[config.mk]
export PLATFORM = sky130hd
export DESIGN_NAME = msdf_abuf_writer_flat
export DESIGN_NICKNAME = d
export VERILOG_FILES = /design/src/rtl/msdf_abuf_writer_if.sv /design/src/rtl/msdf_abuf_writer.sv /design/src/flat_wrapper.sv
export SDC_FILE = /design/constraint.sdc
export NUM_CORES = 1
export LEC_CHECK = 0
export BUFFER_PORTS_ARGS = -buffer_cell sky130_fd_sc_hd__buf_2
export CAP_MARGIN = 10
export CORE_MARGIN = 2
export CORE_UTILIZATION = 39
export DETAILED_ROUTE_END_ITERATION = 16
export GPL_TIMING_DRIVEN = 1
export PLACE_DENSITY = 0.68
export SYNTH_ARGS = -nofsm -noshare
export SYNTH_HDL_FRONTEND = slang
export SYNTH_SLANG_ARGS = --single-unit
[constraint.sdc]
create_clock -name clk -period 1.98 [get_ports clk]
set_input_delay 0.297 -clock clk [delete_from_list [all_inputs] [get_ports clk]]
set_output_delay 0.297 -clock clk [all_outputs]
set_load 0.05 [all_outputs]
[src/rtl/msdf_abuf_writer_if.sv]
// Stream + BRAM port-A bundle for the MSDF activation-buffer writer.
// slave = writer side, master = upstream / consumer / BRAM side.
interface msdf_abuf_writer_if #(
  parameter int NUM_LANES = 8,
  parameter int ADDR_W    = 9
);
  logic [NUM_LANES*3-1:0] dataInArray_0;
  logic                   pValidArray_0;
  logic                   readyArray_0;
  logic [ADDR_W-1:0]      a_buffer_addra;
  logic [NUM_LANES*3-1:0] a_buffer_dina;
  logic                   a_buffer_wea;
  logic                   frame_ready;
  logic                   frame_bank;
  logic                   frame_release;
  logic                   flush;

  modport slave (
    input  dataInArray_0, pValidArray_0, frame_release, flush,
    output readyArray_0, a_buffer_addra, a_buffer_dina, a_buffer_wea,
           frame_ready, frame_bank
  );

  modport master (
    output dataInArray_0, pValidArray_0, frame_release, flush,
    input  readyArray_0, a_buffer_addra, a_buffer_dina, a_buffer_wea,
           frame_ready, frame_bank
  );
endinterface

[src/rtl/msdf_abuf_writer.sv]
// MSDF activation-buffer writer: sinks one digit word per transfer into
// BRAM port A, raises frame_ready once TARGET_PRECISION digits are resident
// and stalls until the consumer releases the frame.
// Optional build macro MSDF_ABUF_PINGPONG_EN: two banks (BASE_ADDR and
// BASE_ADDR+PP_OFFSET) so filling continues while one frame is being read.
module msdf_abuf_writer #(
  parameter int NUM_LANES        = 8,
  parameter int TARGET_PRECISION = 25,
  parameter int ADDR_W           = 9,
  parameter int BASE_ADDR        = 0,
  parameter int PP_OFFSET        = 256
) (
  input  logic                   clk,
  input  logic                   rst,
  msdf_abuf_writer_if.slave      bus
);
  localparam int WORD_W = NUM_LANES * 3;
  localparam int IDX_W  = (TARGET_PRECISION > 1) ? $clog2(TARGET_PRECISION) : 1;
`ifdef MSDF_ABUF_PINGPONG_EN
  localparam int LAST_ADDR = BASE_ADDR + PP_OFFSET + TARGET_PRECISION - 1;
`else
  localparam int LAST_ADDR = BASE_ADDR + TARGET_PRECISION - 1;
`endif

  typedef enum logic {FILL, FULL} state_t;

  typedef struct packed {
    logic              we;
    logic [ADDR_W-1:0] addr;
    logic [WORD_W-1:0] din;
  } wrReq_t;

  state_t            state, stateNxt;
  logic [IDX_W-1:0]  digitIdx, idxNxt;
  logic              readyQ, readyNxt;
  wrReq_t            wrQ, wrNxt;
  logic              xfer, lastDigit;
  logic [ADDR_W-1:0] bankBase;

`ifdef MSDF_ABUF_PINGPONG_EN
  logic [1:0] full, fullNxt;
  logic       wrBank, wrBankNxt;
  logic       rdBank, rdBankNxt;
`else
  logic       frameQ, frameNxt;
`endif

  assign xfer      = bus.pValidArray_0 && readyQ;
  assign lastDigit = (digitIdx == IDX_W'(TARGET_PRECISION - 1));

`ifdef MSDF_ABUF_PINGPONG_EN
  assign bankBase = wrBank ? ADDR_W'(BASE_ADDR + PP_OFFSET) : ADDR_W'(BASE_ADDR);
`else
  assign bankBase = ADDR_W'(BASE_ADDR);
`endif

  // next-state: digit counter, write request, ready and frame flags
  always_comb begin
    stateNxt    = state;
    idxNxt      = digitIdx;
    readyNxt    = readyQ;
    wrNxt       = wrQ;
    wrNxt.we    = 1'b0;
`ifdef MSDF_ABUF_PINGPONG_EN
    fullNxt   = full;
    wrBankNxt = wrBank;
    rdBankNxt = rdBank;
    // release always targets the oldest full bank; banks complete in order
    if (bus.frame_release && |full) begin
      fullNxt[rdBank] = 1'b0;
      rdBankNxt       = ~rdBank;
    end
    if (bus.flush) begin
      // abandon only the partial fill; completed banks stay resident
      idxNxt = '0;
    end else if (xfer) begin
      wrNxt.we   = 1'b1;
      wrNxt.addr = bankBase + ADDR_W'(digitIdx);
      wrNxt.din  = bus.dataInArray_0;
      if (lastDigit) begin
        idxNxt          = '0;
        fullNxt[wrBank] = 1'b1;
        wrBankNxt       = ~wrBank;
      end else begin
        idxNxt = digitIdx + 1'b1;
      end
    end
    readyNxt = !fullNxt[wrBankNxt];
    stateNxt = readyNxt ? FILL : FULL;
`else
    frameNxt = frameQ;
    if (bus.flush) begin
      // flush beats everything, including a same-cycle transfer
      idxNxt   = '0;
      stateNxt = FILL;
      frameNxt = 1'b0;
      readyNxt = 1'b1;
    end else begin
      unique case (state)
        FILL: begin
          readyNxt = 1'b1;
          if (xfer) begin
            wrNxt.we   = 1'b1;
            wrNxt.addr = bankBase + ADDR_W'(digitIdx);
            wrNxt.din  = bus.dataInArray_0;
            if (lastDigit) begin
              // completing transfer wins over a same-cycle release
              idxNxt   = '0;
              frameNxt = 1'b1;
              readyNxt = 1'b0;
              stateNxt = FULL;
            end else begin
              idxNxt = digitIdx + 1'b1;
            end
          end
        end
        FULL: begin
          readyNxt = 1'b0;
          if (bus.frame_release) begin
            frameNxt = 1'b0;
            readyNxt = 1'b1;
            stateNxt = FILL;
          end
        end
        default: stateNxt = FILL;
      endcase
    end
`endif
  end

  // state and output registers
  always_ff @(posedge clk or negedge rst) begin
    if (!rst) begin
      state    <= FILL;
      digitIdx <= '0;
      readyQ   <= 1'b0;
      wrQ      <= '0;
`ifdef MSDF_ABUF_PINGPONG_EN
      full     <= '0;
      wrBank   <= 1'b0;
      rdBank   <= 1'b0;
`else
      frameQ   <= 1'b0;
`endif
    end else begin
      state    <= stateNxt;
      digitIdx <= idxNxt;
      readyQ   <= readyNxt;
      wrQ      <= wrNxt;
`ifdef MSDF_ABUF_PINGPONG_EN
      full     <= fullNxt;
      wrBank   <= wrBankNxt;
      rdBank   <= rdBankNxt;
`else
      frameQ   <= frameNxt;
`endif
    end
  end

  assign bus.readyArray_0   = readyQ;
  assign bus.a_buffer_wea   = wrQ.we;
  assign bus.a_buffer_addra = wrQ.addr;
  assign bus.a_buffer_dina  = wrQ.din;
`ifdef MSDF_ABUF_PINGPONG_EN
  assign bus.frame_ready = |full;
  assign bus.frame_bank  = rdBank;
`else
  assign bus.frame_ready = frameQ;
  assign bus.frame_bank  = 1'b0;
`endif

`ifndef SYNTHESIS
  // the highest frame address must fit the BRAM address width
  always @(posedge clk) begin
    if (rst) assert (LAST_ADDR < (2 ** ADDR_W))
      else $error("msdf_abuf_writer: frame address %0d exceeds ADDR_W", LAST_ADDR);
  end
`endif
endmodule

[src/flat_wrapper.sv]
// flat-port wrapper written by rule: the top's interface ports become plain ports
module msdf_abuf_writer_flat 
#(
  parameter int NUM_LANES        = 8,
  parameter int TARGET_PRECISION = 25,
  parameter int ADDR_W           = 9,
  parameter int BASE_ADDR        = 0,
  parameter int PP_OFFSET        = 256
)
  (clk, rst, bus_dataInArray_0, bus_pValidArray_0, bus_frame_release, bus_flush, bus_readyArray_0, bus_a_buffer_addra, bus_a_buffer_dina, bus_a_buffer_wea, bus_frame_ready, bus_frame_bank);
  msdf_abuf_writer_if #(.NUM_LANES(NUM_LANES), .ADDR_W(ADDR_W)) bus_i ();
  input  logic clk;
  input  logic rst;
  input wire logic [$bits(bus_i.dataInArray_0)-1:0] bus_dataInArray_0;
  input wire logic [$bits(bus_i.pValidArray_0)-1:0] bus_pValidArray_0;
  input wire logic [$bits(bus_i.frame_release)-1:0] bus_frame_release;
  input wire logic [$bits(bus_i.flush)-1:0] bus_flush;
  output wire logic [$bits(bus_i.readyArray_0)-1:0] bus_readyArray_0;
  output wire logic [$bits(bus_i.a_buffer_addra)-1:0] bus_a_buffer_addra;
  output wire logic [$bits(bus_i.a_buffer_dina)-1:0] bus_a_buffer_dina;
  output wire logic [$bits(bus_i.a_buffer_wea)-1:0] bus_a_buffer_wea;
  output wire logic [$bits(bus_i.frame_ready)-1:0] bus_frame_ready;
  output wire logic [$bits(bus_i.frame_bank)-1:0] bus_frame_bank;
  assign bus_i.dataInArray_0 = bus_dataInArray_0;
  assign bus_i.pValidArray_0 = bus_pValidArray_0;
  assign bus_i.frame_release = bus_frame_release;
  assign bus_i.flush = bus_flush;
  assign bus_readyArray_0 = bus_i.readyArray_0;
  assign bus_a_buffer_addra = bus_i.a_buffer_addra;
  assign bus_a_buffer_dina = bus_i.a_buffer_dina;
  assign bus_a_buffer_wea = bus_i.a_buffer_wea;
  assign bus_frame_ready = bus_i.frame_ready;
  assign bus_frame_bank = bus_i.frame_bank;
  msdf_abuf_writer #(.NUM_LANES(NUM_LANES), .TARGET_PRECISION(TARGET_PRECISION), .ADDR_W(ADDR_W), .BASE_ADDR(BASE_ADDR), .PP_OFFSET(PP_OFFSET)) u_core (.clk(clk), .rst(rst), .bus(bus_i));
endmodule
* Word-level counts from Yosys, hierarchy flattened
Cells that the tools add are included.
Cells by class: $add $sub $neg 1, equality and inequality tests 5, multiplexer cells 22, bitwise gates (word level) 2, reductions and logical operators 5
Operators with widths (number):
- 34-bit two-way mux | 3
- 5-bit two-way mux | 4
- 1-bit two-way mux | 12
- 3-bit by 2-bit inequality test with 1-bit output (second input constant) | 2
- 1-bit case mux with 2 select lines | 3
- 3-bit AND reduction | 2
- 5-bit by 1-bit adder with 5-bit output (second input constant) | 1
- 5-bit equality test (second input constant) | 1
- 3-bit inequality test (second input constant) | 1
- 2-bit inequality test (second input constant) | 1
- 1-bit NOT | 2
- 2-bit AND reduction | 1
- 2-bit nonzero test | 1
- 1-bit logical AND | 1
Storage, ports and cells: register bits after elaboration 38, input bits 29, output and inout bits 37, logic and storage cells 42

* Depth between registers and ports, before layout
Gate-level depths: netlist of the first run.
word-level depth 5, depth in mapped cells 5

* Least setup slack after synthesis of the first run
OpenSTA, ideal clock, no wires.
path type register -> register, from register u_core.readyQ, in the netlist u_core.bus.readyArray_0, to register u_core.wrQ, in the netlist u_core.bus.a_buffer_dina[0], setup time 0.125 ns, arrival time 1.527 ns, path slack 0.329 ns, cell stages (with the launch flop) 5, clock period less this slack 1.651 ns, path through dfrtp_1 -> nand3b_4 -> nor2_1 -> buf_2 -> mux2_2
On the way: cells in the longest elaborated chain, start to end 2
RTL lines:
- from (decl) | line msdf_abuf_writer.sv:35 | logic readyQ, readyNxt;
- from (signal assigned) | line msdf_abuf_writer.sv:148 | readyQ <= readyNxt;
- 1-bit logical AND | line msdf_abuf_writer.sv:48 | assign xfer = bus.pValidArray_0 && readyQ;
- 3-bit AND reduction (no line)
- to (signal assigned) | line msdf_abuf_writer.sv:149 | wrQ <= wrNxt;
- to (decl) | line msdf_abuf_writer.sv:36 | wrReq_t wrQ, wrNxt;
No other way between the ends. A chain may end at the register's enable or synchronous reset.

* Worst setup path in the final report of the first run
from register u_core.digitIdx[0], to register u_core.digitIdx[2]
On the way: cells in the longest elaborated chain, start to end 5
RTL lines:
- from (decl) | line msdf_abuf_writer.sv:34 | logic [IDX_W-1:0] digitIdx, idxNxt;
- from (signal assigned) | line msdf_abuf_writer.sv:147 | digitIdx <= idxNxt;
- 5-bit by 1-bit adder with 5-bit output or 5-bit equality test (tied branches) | line msdf_abuf_writer.sv:113, msdf_abuf_writer.sv:49
- 5-bit two-way mux (*) | line msdf_abuf_writer.sv:106 | if (lastDigit) begin
- 5-bit two-way mux (*) | line msdf_abuf_writer.sv:102 | if (xfer) begin
- 5-bit two-way mux (*) | line msdf_abuf_writer.sv:99 | unique case (state)
- 5-bit two-way mux (*) | line msdf_abuf_writer.sv:92 | if (bus.flush) begin
Every way passes the cells marked *; elsewhere a longest branch is shown, timed or not. The select of a mux whose other input is x is not followed.

==> metrics, run 1 <==
gr usage total 14.03%; critical path arrival 1770 ps; crit path launch type register; hold_ws 107.5 ps; Lkg Pwr 0.9760 nW; Fin. Hold Viols 0; largest net degree at the start of global routing 39; reg2reg end u_core.digitIdx[2]; global-route wire length before repair 4.616 mm; Area Growth Syn to Fin 27.47%; GR Util met3 4.833%; Post-Route WL 2.921 mm; main combinational cell family by area after synthesis multiplexers; Ys Warns 0; transition time of the tightest slew-check pin 807.6 ps; max-slew violations 0; core area 0.003744 sq mm; IO buf count 60; crit-path max FO 5; GPL Wtd Cong 0.8449; via count 1078; Layout Skew 3.983 ps; Reg2Reg Setup Slack 400 ps; worst r2r src u_core.digitIdx[0]; Clock Tree Root clkbuf_8; Worst Setup End Kind register; ANT cells 0; Compound-Gate Fraction of Synth Area 4.016%; Setup violations, final 0; buffer count from post-CTS setup fixing 0; die area 0.004516 sq mm; register area share after synthesis 61.04%; XOR/XNOR share of the synthesized area 0%; worst-path cell chain inv_1 -> ha_1 -> and4b_1 -> or4_1 -> a21oi_1; initial core utilization 41.61%; Syn Area/Cell 14.03 sq um; die height 67.20 microns; Die Span X 67.20 microns; hpwl dp 2.235 mm; unrepaired setup endpoints after global routing no; Setup WS pre-CTS 435.1 ps; Final WS setup 404.7 ps; clk slew on worst S/H paths 70 ps; Bufs on Longest Clock Path 2; Power, Total 1.964 mW; Hold-fix buffers, CTS 0; worst skew pair latency 270 ps; I/O Pins 66; number of remaining DRC errors 0; crit path max-delay cell type or4_1; dpl cell area 0.001894 sq mm; CTS tree done; worst r2r path cells 5; met1 Use GR 15.09%; Critical Path RT 2180 ps; Detail Route Antenna Nets 0; Hold WC Path Type primary input to asynchronous set/reset pin; multiplexer share of the synthesized area 20.96%; Unique masters post-synth 26; grt ovf 0; Synth Area in Adders 1.606%; Final TNS setup 0 ps; CTS Buf Count 5; Gates resized, CTS repair 0; Setup CP Type register to register; final core utilization 53.04%; largest vdd supply drop 0.5100 mV; grt peak-use layer met2; layout cells sized above 1 56.82%; Slew HR 46.16%; Tmin final 1575 ps; simple-gate share of the synthesized area 7.550%; status finished, final reports clean; Post-Syn Instances 111; Final #Nets 206; Final Cycle Share 79.56%; post-route design area 0.001986 sq mm; Inst Count DP 216; Rows 22; mapped cell area 0.001558 sq mm; Via density 4.813; wire per inst 13.04 microns; synthesis-stage register bit count 38; clk sinks 38; 1st-iter DRT viols 38; PwrDens 989.3 mW/mm^2; vias in the first global route 1082; Critical Path Max Stage Delay 460 ps; Peak Freq 0.6348 GHz; CTS H-tree depth 2; initial antenna violation count 0; met2 Use GR 24.13%; fin cells 224; Max-Cap Viols 0; TritonRoute pass-1 iters 4
## routing by layer
| layer | share of wire [%] | wire length [microns] |
|---|---|---|
| met5 | 0 | 0 |
| met4 | 1.4 | 41 |
| met3 | 7.1 | 207 |
| met2 | 53 | 1536 |
| met1 | 39 | 1135 |
## state kept, by name, summed over array words and instances (netlist names)
signal,cells
u_core.bus.readyArray_0,1
u_core.state,1
u_core.bus.frame_ready,1
u_core.bus.a_buffer_wea,1
u_core.bus.a_buffer_dina,24
u_core.bus.a_buffer_addra,5
u_core.digitIdx,5
## placed cells by master, fill, tap and decap left out, types with 2 or more instances in the layout
cell | synthesis | final
mux2_2 | 29 | 29
dfrtp_1 | 38 | 38
ha_1 | 2 | 2
nand3_1 | 5 | 5
clkbuf_8 | 0 | 6
buf_4 | 5 | 2
nand2_1 | 4 | 4
inv_1 | 4 | 4
conb_1 | 1 | 5
buf_2 | 3 | 60
a21oi_1 | 4 | 4
## report_power, final
| part | internal, mW | switching (mW) | leakage (nW) | total, mW |
|---|---|---|---|---|
| logic | 0.148 | 0.402 | 0.459 | 0.551 |
| clock network | 0.280 | 0.232 | 0.0482 | 0.512 |
| registers | 0.859 | 0.0431 | 0.469 | 0.902 |
## synth_stat cells, drive strengths merged
master / instances / area, sq um
and3b: 1 / 8.760
nand2b: 1 / 6.260
and4b: 1 / 10.01
nand4b: 1 / 8.760
nor2: 1 / 3.750
a31oi: 1 / 6.260
a21oi: 4 / 20.02
o22ai: 1 / 6.260
or3: 1 / 6.260
nand3: 5 / 25.02
nand2: 4 / 15.01
buf: 8 / 52.55
mux2: 29 / 326.6
dfrtp: 38 / 950.9
nand3b: 1 / 20.02
o21ai: 1 / 5.000
nor2b: 1 / 6.260
conb: 1 / 3.750
or4: 1 / 7.510
ha: 2 / 25.02
a311oi: 1 / 8.760
a41oi: 1 / 8.760
inv: 4 / 15.01
a211oi: 1 / 7.510
clkbuf: 1 / 3.750
## how the worst max path moves through the flow
| stage | start | to | slack (ps) | depth (start not counted) |
|---|---|---|---|---|
| final | u_core.digitIdx[0] | u_core.digitIdx[2] | 400 | 5 |
| after floorplan | u_core.bus.readyArray_0 | u_core.bus.a_buffer_dina[0] | 330 | 4 |
| after CTS | u_core.digitIdx[0] | u_core.digitIdx[2] | 410 | 5 |
| after global placement | u_core.digitIdx[0] | u_core.digitIdx[2] | 500 | 5 |
| after global routing | u_core.digitIdx[0] | u_core.digitIdx[2] | 310 | 5 |
| after detailed placement | u_core.digitIdx[0] | u_core.digitIdx[2] | 440 | 5 |
## critical path: cells and delay by family, from the launching register on
kind | cells | cell delay (ps)
and+or+nand+nor | 2 | 660
adders and majority gates | 1 | 210
AOI/OAI and AO/OA | 1 | 140
buffers and inverters | 1 | 80
DFF | 1 | 410
## cell families (layout without fill, tap and decap cells)
family / count (synthesis) / after routing
AO/OA/AOI/OAI: 10 / 10
adder cells (fa/ha/maj): 2 / 2
buffers and inverters: 13 / 74
flip-flops: 38 / 38
multiplexers: 29 / 29
other: 1 / 5
AND/OR/NAND/NOR: 18 / 18
## cell type report
class                      instances  area (sq um)
clock buffer                       7         86.33
clock inverter                     1         5.005
fill                             358          1758
inverter                           4         15.01
multi-input combinational         64         553.0
sequential                        38         950.9
tap                               48         60.06
timing repair buffer              62         315.3
(Power assumes the default switching activity.)
==> run 2, diff against run 1 <==
--- a/config.mk
+++ b/config.mk
@@ -5,6 +5,7 @@
 export SDC_FILE = /design/constraint.sdc
 export NUM_CORES = 1
 export LEC_CHECK = 0
+export ABC_AREA = 1
 export BUFFER_PORTS_ARGS = -buffer_cell sky130_fd_sc_hd__buf_2
 export CAP_MARGIN = 10
 export CORE_MARGIN = 2
==> constraint.sdc (replaced) <==
create_clock -name clk -period 1.62 [get_ports clk]
set_input_delay 0.243 -clock clk [delete_from_list [all_inputs] [get_ports clk]]
set_output_delay 0.243 -clock clk [all_outputs]
set_load 0.05 [all_outputs]
==> metrics, run 2 <==
synthesis-stage register bit count 38 (unchanged); max-slew violations 0 (unchanged); worst-path cell chain nor2_2 -> nand2_4 -> nor2_2 -> nand2_1 -> nand2_1 (was inv_1 -> ha_1 -> and4b_1 -> or4_1 -> a21oi_1); layout cells sized above 1 32.40% (was 56.82%); GPL Wtd Cong 0.7515 (was 0.8449); global-route wire length before repair 4.809 mm (was 4.616 mm); I/O Pins 66 (unchanged); Inst Count DP 291 (was 216); most common cell after layout, fill and taps aside nand2_1 (was buf_2); hpwl dp 2.285 mm (was 2.235 mm); most common cell in the synthesized netlist nand2_1 (was dfrtp_1); Clock Tree Root clkbuf_8 (unchanged); die height 68.56 microns (was 67.20 microns); Detail Route Antenna Nets 0 (unchanged); CTS H-tree depth 2 (unchanged); Area Growth Syn to Fin 27.64% (was 27.47%); Async S/R FF share, synth 100.0% (unchanged); unrepaired setup endpoints after global routing no (unchanged); PwrDens 1270 mW/mm^2 (was 989.3 mW/mm^2); grt ovf 0 (unchanged); via count 1271 (was 1078); Lkg Pwr 1.213 nW (was 0.9760 nW); core area 0.004000 sq mm (was 0.003744 sq mm); worst skew pair latency 290 ps (was 270 ps); dominant cell type by area after synthesis dfrtp_1 (unchanged); status finished, final reports clean (unchanged); crit path max-delay cell type dfrtp_1 (was or4_1); ANT cells 0 (unchanged); largest net degree at the start of global routing 36 (was 39); Final #Nets 280 (was 206); Setup CP Type register to register (unchanged); Max-Cap Viols 0 (unchanged); number of remaining DRC errors 0 (unchanged); Ys Warns 0 (unchanged); initial core utilization 40.63% (was 41.61%); Die Span X 68.56 microns (was 67.20 microns); vias in the first global route 1073 (was 1082); register area share after synthesis 58.51% (was 61.04%); Slew HR 64.85% (was 46.16%); TritonRoute pass-1 iters 4 (unchanged); Gates resized, CTS repair 0 (unchanged); number of enable flip-flop cells after synthesis 0 (unchanged); buffer count from post-CTS setup fixing 0 (unchanged); Syn Area/Cell 8.738 sq um (was 14.03 sq um); 1st-iter DRT viols 44 (was 38); Largest register FFs 24 (unchanged); critical path arrival 1530 ps (was 1770 ps); Synth top cells by count 100 x nand2_1, 38 x dfrtp_1, 9 x inv_1 (was 38 x dfrtp_1, 29 x mux2_2, 5 x buf_4, 5 x nand3_1); crit path launch type register (unchanged); # fillers 396 (was 358); fin cells 300 (was 224); Bufs on Longest Clock Path 2 (unchanged); Synth area leaders dfrtp_1 59%, nand2_1 23%, buf_4 3.2% (was dfrtp_1 61%, mux2_2 21%, buf_4 2.4%); largest vdd supply drop 0.4891 mV (was 0.5100 mV); Peak Freq 0.7710 GHz (was 0.6348 GHz); Fin. Hold Viols 0 (unchanged); Critical Path Max Stage Delay 410 ps (was 460 ps); crit-path max FO 35 (was 5); Post-Route WL 3.177 mm (was 2.921 mm); most frequent cells in the layout 100 x nand2_1, 60 x buf_2, 38 x dfrtp_1, 9 x inv_1 (was 60 x buf_2, 38 x dfrtp_1, 29 x mux2_2, 6 x clkbuf_8); mapped cell area 0.001625 sq mm (was 0.001558 sq mm); Critical Path RT 1850 ps (was 2180 ps); Unique masters post-synth 19 (was 26); Top FF cell, synth dfrtp_1 (unchanged); CTS Buf Count 5 (unchanged); clk sinks 38 (unchanged); Rows 23 (was 22); clk slew on worst S/H paths 80 ps (was 70 ps); die area 0.004700 sq mm (was 0.004516 sq mm); gr usage total 14.34% (was 14.03%); initial antenna violation count 0 (unchanged); Hold WC Path Type primary input to register (was primary input to asynchronous set/reset pin); Final TNS setup 0 ps (unchanged); CTS tree done (unchanged); Final Cycle Share 80.07% (was 79.56%); Setup violations, final 0 (unchanged); share of the synthesized area in the top cell type 58.51% (was 61.04%); Tmin final 1297 ps (was 1575 ps); Post-Syn Instances 186 (was 111); Worst Setup End Kind register (unchanged); Layout Skew 5.111 ps (was 3.983 ps); IO buf count 60 (unchanged); wire per inst 10.59 microns (was 13.04 microns); Via density 4.237 (was 4.813); Hold-fix buffers, CTS 1 (was 0); transition time of the tightest slew-check pin 527.3 ps (was 807.6 ps)
==> run 2: cell count changes after synthesis, moves of 3 or more <==
cell and change:
o21ai_1 +5, inv_1 +5, mux2_2 -29, buf_6 +3, nor2_2 +3, nand2_1 +96
inv_2 +4
==> run 2: layout make-up <==
cell class | count | area [sq um] | area share (%)
sequential | 38 | 950.9 | 45.84
multi-input combinational | 128 | 549.3 | 26.48
timing repair buffer | 63 | 325.3 | 15.68
clock buffer | 5 | 68.82 | 3.317
clock inverter | 3 | 68.82 | 3.317
tap | 50 | 62.56 | 3.016
inverter | 13 | 48.80 | 2.352
==> run 2: power breakdown <==
group | switching (mW) | total, mW | internal [mW]
Combinational | 0.462 | 0.593 | 0.131
Clock | 0.347 | 0.964 | 0.617
Sequential | 0.0447 | 1.08 | 1.03
==> run 2: cell families (layout without fill, tap and decap cells) <==
| group | Yosys count | after routing | synth area share, % |
|---|---|---|---|
| AO/OA/AOI/OAI | 8 | 8 | 2.463 |
| XOR/XNOR | 1 | 1 | 0.5390 |
| adder cells (fa/ha/maj) | 2 | 2 | 1.539 |
| buffers and inverters | 24 | 84 | 8.621 |
| flip-flops | 38 | 38 | 58.51 |
| other | 1 | 5 | 0.2307 |
| AND/OR/NAND/NOR | 112 | 112 | 28.10 |
==> run 2: worst paths after layout <==
| path | start | endpoint | slack (ps) | cells past startpoint |
|---|---|---|---|---|
| worst max-delay path | u_core.state | u_core.digitIdx[2] | 320 | 5 |
| worst min-delay path | bus_dataInArray_0[18] | u_core.bus.a_buffer_dina[18] | 140 | 3 |
| worst max register to register | u_core.state | u_core.digitIdx[2] | 320 | 5 |
| worst min register to register | u_core.bus.a_buffer_dina[6] | u_core.bus.a_buffer_dina[6] | 480 | 2 |
| max in group asynchronous | rst | u_core.bus.a_buffer_dina[3] | 570 | 3 |
| min in group asynchronous | rst | u_core.bus.a_buffer_dina[19] | 450 | 2 |
==> run 2: critical path, delay by kind of cell (launching register included) <==
kind             cells  cell delay, ps
and+or+nand+nor      5             820
DFF                  1             410
==> run 2: per-stage QoR <==
step / cell area, sq um / setup slack [ps] / util (%) / power (mW) / hold slack, ps
finish: 2074 / 322.9 / 51.86 / 2.635 / 141.8
global route: 2074 / 210.6 / 51.86 / 2.760 / 135.8
CTS: 2074 / 304.7 / 51.86 / 2.664 / 137.2
detailed placement: 1927 / 331.0 / 48.17 / 1.694 / 251.7
global placement: 1927 / 368.9 / 48.17 / 1.690 / 250.1
floorplan: 1640 / 294.1 / - / 1.544 / -52.59
==> run 2: routing by layer <==
| metal | part of all wire (%) | global-route usage (%) | wire length (microns) | up-vias |
|---|---|---|---|---|
| met2 | 46 | 21.27 | 1461 | 39 |
| li1 | - | - | - | 676 |
| met3 | 7.3 | 5.032 | 233 | 6 |
| met4 | 1.5 | 6.000 | 48 | 0 |
| met1 | 45 | 19.03 | 1433 | 550 |
| met5 | 0 | 0 | 0 | - |
